$ cat config.mk
export PLATFORM = sky130hd
export DESIGN_NAME = triple_sample_voter
export DESIGN_NICKNAME = d
export VERILOG_FILES = /design/src/rtl/triple_sample_voter.sv
export SDC_FILE = /design/constraint.sdc
export NUM_CORES = 1
export LEC_CHECK = 0
export CAP_MARGIN = 5
export CORE_UTILIZATION = 41
export CTS_CLUSTER_DIAMETER = 60
export DETAILED_ROUTE_END_ITERATION = 8
export PLACE_DENSITY = 0.74
export SETUP_SLACK_MARGIN = 0.5
export SLEW_MARGIN = 30
export SYNTH_ARGS = -nofsm -noshare
export SYNTH_HDL_FRONTEND = slang
export SYNTH_SLANG_ARGS = --single-unit
$ cat constraint.sdc
create_clock -name clk -period 1.3 [get_ports clk]
set_input_delay 0.26 -clock clk [delete_from_list [all_inputs] [get_ports clk]]
set_output_delay 0.26 -clock clk [all_outputs]
set_load 0.05 [all_outputs]
$ cat src/rtl/triple_sample_voter.sv
// triple_sample_voter: serial-to-window front end for a 2-of-3 majority detector.
// A fill FSM (EMPTY/ONE/TWO/FULL) tracks how many valid samples the 3-deep sliding
// window holds. vote is the gated majority of the registered window, and count is a
// saturating tally of accepts that produced a full window voting 1.
// Optional build macro: TRIPLE_SAMPLE_VOTER_EDGE_EN adds a registered vote_rise pulse.
module triple_sample_voter #(
  parameter int CNT_W = 8
) (
  input  logic             clk,
  input  logic             rst,
  input  logic             in_val,
  input  logic             in,
  input  logic             clear,
  output logic             in0,
  output logic             in1,
  output logic             in2,
  output logic             full,
  output logic             vote,
  output logic [CNT_W-1:0] count
`ifdef TRIPLE_SAMPLE_VOTER_EDGE_EN
  ,
  output logic             vote_rise
`endif
);

  typedef enum logic [1:0] {
    ST_EMPTY = 2'd0,
    ST_ONE   = 2'd1,
    ST_TWO   = 2'd2,
    ST_FULL  = 2'd3
  } state_t;

  localparam logic [CNT_W-1:0] CNT_MAX  = {CNT_W{1'b1}};
  localparam logic [CNT_W-1:0] CNT_ONE  = {{(CNT_W-1){1'b0}}, 1'b1};
  localparam logic [CNT_W-1:0] CNT_ZERO = {CNT_W{1'b0}};

  state_t           state_r;
  logic             in0_r;
  logic             in1_r;
  logic             in2_r;
  logic             full_r;
  logic [CNT_W-1:0] count_r;

  logic             next_full_s;
  logic             maj_next_s;
  logic             vote_s;
  logic             inc_s;

  // 2-of-3 majority; written as an OR of pairwise ANDs so that a single
  // unknown sample cannot mask agreement between the other two.
  function automatic logic maj3(input logic a, input logic b, input logic c);
    return (a & b) | (b & c) | (a & c);
  endfunction

  // Next-window majority, fill look-ahead, current vote and counter enable.
  always_comb begin
    next_full_s = (state_r == ST_TWO) || (state_r == ST_FULL);
    maj_next_s  = maj3(in1_r, in2_r, in);
    vote_s      = full_r & maj3(in0_r, in1_r, in2_r);
    if (count_r != CNT_MAX) begin
      inc_s = next_full_s & maj_next_s;
    end else begin
      inc_s = 1'b0;
    end
  end

  // Fill FSM, sliding window shift and saturating vote counter.
  always_ff @(posedge clk) begin
    if (rst || clear) begin
      state_r <= ST_EMPTY;
      in0_r   <= 1'b0;
      in1_r   <= 1'b0;
      in2_r   <= 1'b0;
      full_r  <= 1'b0;
      count_r <= CNT_ZERO;
    end else if (in_val) begin
      in0_r <= in1_r;
      in1_r <= in2_r;
      in2_r <= in;
      case (state_r)
        ST_EMPTY: begin
          state_r <= ST_ONE;
          full_r  <= 1'b0;
        end
        ST_ONE: begin
          state_r <= ST_TWO;
          full_r  <= 1'b0;
        end
        ST_TWO: begin
          state_r <= ST_FULL;
          full_r  <= 1'b1;
        end
        ST_FULL: begin
          state_r <= ST_FULL;
          full_r  <= 1'b1;
        end
        default: begin
          state_r <= ST_EMPTY;
          full_r  <= 1'b0;
        end
      endcase
      if (inc_s) begin
        count_r <= count_r + CNT_ONE;
      end else begin
        count_r <= count_r;
      end
    end else begin
      state_r <= state_r;
      in0_r   <= in0_r;
      in1_r   <= in1_r;
      in2_r   <= in2_r;
      full_r  <= full_r;
      count_r <= count_r;
    end
  end

`ifdef TRIPLE_SAMPLE_VOTER_EDGE_EN
  logic vote_rise_r;

  // Register a one-cycle pulse when this accept turns the vote from 0 to 1.
  always_ff @(posedge clk) begin
    if (rst || clear) begin
      vote_rise_r <= 1'b0;
    end else if (in_val) begin
      vote_rise_r <= next_full_s & maj_next_s & ~vote_s;
    end else begin
      vote_rise_r <= 1'b0;
    end
  end

  assign vote_rise = vote_rise_r;
`endif

  assign in0   = in0_r;
  assign in1   = in1_r;
  assign in2   = in2_r;
  assign full  = full_r;
  assign vote  = vote_s;
  assign count = count_r;

endmodule
==> key figures <==
Timing
  – Minimum clock period: 1.472 ns
  – Clock Skew: 0.002615 ns
  – Fin. max-slew vios: 0
  – Fin. Hold Viols: 0
  – Setup ws final: -0.1724 ns
  – Fmax: 679.2 MHz
  – Setup violators final: 9
  – RSZ-0062 raised after global routing: true
  – Slew HR: 0.7772
  – Final worst-path cycle share: 1.133
  – Worst slew pin tran: 0.3322 ns

Finish
  – Antenna fix cells: 0
  – Commonest non-fill, non-tap cell in the layout: buf_12
  – Area delta synth->final: 114.7%
  – Commonest non-fill, non-tap cells in the layout: buf_12, dfxtp_4, buf_6
  – Total Nets Final: 122
  – Finished Core Util: 0.9468
  – Share of layout cells above drive strength 1: 0.6609

Die
  – Core area: 1506 um^2
  – # rows: 14
  – Die Wd: 42.26 um
  – Initial Util: 0.4410
  – Die height: 42.26 um
  – Die footprint: 1785 um^2
  – Top-level port count: 18

Clock tree
  – CTS Buf Count: 3
  – Clk_lat worst skew: 0.30 ns
  – Longest Clk Path Bufs: 2
  – Cts hold-fix bufs: 0
  – Num Clock Sinks: 14
  – CTS tree: built
  – CTS H-tree lvls: 1
  – Clock slew at reported path FFs: 0.08 ns
  – Clock root cell: clkbuf_4

Logic synthesis
  – EDFF count, synth: 0
  – Synthesized area: 664.4 um^2
  – Ys Warns: 0
  – Async S/R FF share, synth: 0
  – Synth unique cells: 30
  – Register area share after synthesis: 0.4218
  – Cells after Synth: 74
  – Primary FF master, synth: dfxtp_1
  – Mean Syn Cell Area: 8.978 um^2
  – Seq cells post-synth: 14
  – Syn nets: 80

Route
  – WL final: 3.135 mm
  – DRC viols: 0
  – Vias: 811
  – Avg WL per Cell: 23.93 um
  – Drt pass-1 iters: 4
  – Initial DRC count: 38
  – Post-DR vias/cell: 6.191
  – Routed Antenna Nets: 0

Pwr
  – Worst IR drop on VDD: 0.8326 mV
  – Int Pwr: 0.0006276 W
  – Power share of the combinational group: 0.109
  – Pleak: 0.5256 nW
  – Psw: 0.0002056 W
  – PwrDens: 584.1 nW/um^2
  – Sequential share of power: 0.500
  – Switching Fraction: 0.2467
  – Clock power frac: 0.392

Worst setup path
  – Worst Path Required: 1.48 ns
  – CP arrival: 1.65 ns
  – Crit Path Category: register to register
  – Worst setup EP type: register
  – R2R cell count: 5
  – Crit path max fanout: 5
  – Worst setup SP type: register

Hold path
  – Worst Hold Path Cells: 3
  – Min-Delay Path Class: input port to register

Placed design
  – Place WS: -0.3835 ns
  – HPWL after DPL: 1.348 mm
  – RD Place Congestion: 0.7713
  – Buffers on Ports: 17

GRT
  – Gr usage total: 0.2473
  – Number of global-route vias before repair: 707
  – First-pass GRT wire length: 3.249 mm
  – Initial antenna violation count: 0
  – Largest net degree at the start of global routing: 9
  – GR Overflow Total: 0

Status
  – Failing checks: negative setup slack
  – Status: finished, violations left

Job
  – Maxcap violations: 0
per-stage QoR:
| stage | cell area [um^2] | cells | hold WS (ns) | TNS [ns] | total power, W |
|---|---|---|---|---|---|
| after floorplan | 749.5 | 74 | 0.4059 | -0.07569 | 0.0004600 |
| after global placement | 1147 | 117 | 0.4534 | -2.287 | 0.0004873 |
| after CTS | 1310 | 126 | 0.3807 | -0.09097 | 0.0007857 |
| final | 1426 | 131 | 0.4541 | -0.8260 | 0.0008331 |
| after global routing | 1426 | 131 | 0.4601 | -1.184 | 0.0008496 |
| after detailed placement | 1147 | 117 | 0.4605 | -2.460 | 0.0004884 |
routing by layer:
metal  up-vias  global-route usage  part of all wire
met4         0              0.1063             0.054
met1       400              0.2627              0.37
met2        40              0.4492              0.51
met3        19             0.06897             0.060
li1        352                   -                 -
met5         -                   0                 0
power by group through the flow:
stage	registers, W	clock network (W)	logic (W)
floorplan	0.000432	0	0.0000278
detailed placement	0.000428	0	0.0000601
CTS	0.000416	0.000306	0.0000638
global placement	0.000428	0	0.0000593
finish	0.000416	0.000326	0.0000904
global route	0.000417	0.000341	0.0000924
registers in the layout, summed over array words and instances (netlist names):
| register | count |
|---|---|
| full | 1 |
| in0 | 1 |
| in2 | 1 |
| state_r | 2 |
| in1 | 1 |
| count | 8 |
worst max-delay path, cell delays in order, from the launching register on:
cell	delay, ns
dfxtp_4	0.42
maj3_4	0.26
nand3_4	0.09
buf_6	0.14
o31ai_2	0.33
a21oi_2	0.12
repair_timing:
item / 4_1_cts / 5_1_grt
gates cloned: 0 / 0
gates resized for setup: 28 / 17
pin swaps: 9 / 11
setup buffers: 5 / 5
endpoints found under the setup margin: 27 / 26
cell type report:
| class | instances | area, um^2 |
|---|---|---|
| multi-input cells | 56 | 508.0 |
| inverters | 2 | 7.507 |
| flip-flops and latches | 14 | 324.1 |
| repair buffers | 39 | 530.5 |
| well taps | 16 | 20.02 |
| fillers | 38 | 80.08 |
| clock buffers | 4 | 36.28 |
synthesized netlist by cell type, drive strengths merged (3+ instances only):
master	n	area, um^2
nor2	9	33.78
nand3	4	32.53
nand2	5	18.77
dfxtp	14	280.3
a211oi	3	22.52
a21oi	7	35.03
o21ai	4	20.02
mux2i	3	30.03
worst paths after layout:
check	startpoint	to	slack, ns
hold / removal	in	in2$_SDFFE_PP0P_	0.45
setup / recovery	in1$_SDFFE_PP0P_	count[4]$_SDFFE_PP0P_	-0.17
setup reg to reg	in1$_SDFFE_PP0P_	count[4]$_SDFFE_PP0P_	-0.17
hold reg to reg	state_r[1]$_SDFFE_PP0P_	state_r[1]$_SDFFE_PP0P_	0.53
logic make-up (layout without fill, tap and decap cells):
| family | count (synthesis) | after routing | synth area share |
|---|---|---|---|
| flops | 14 | 14 | 0.4218 |
| simple gates | 31 | 31 | 0.2637 |
| buf+inv | 4 | 45 | 0.03390 |
| compound gates | 19 | 19 | 0.1827 |
| xor+xnor | 1 | 1 | 0.01319 |
| fa+ha+maj | 2 | 2 | 0.03954 |
| mux | 3 | 3 | 0.04520 |
(Power assumes the default switching activity.)
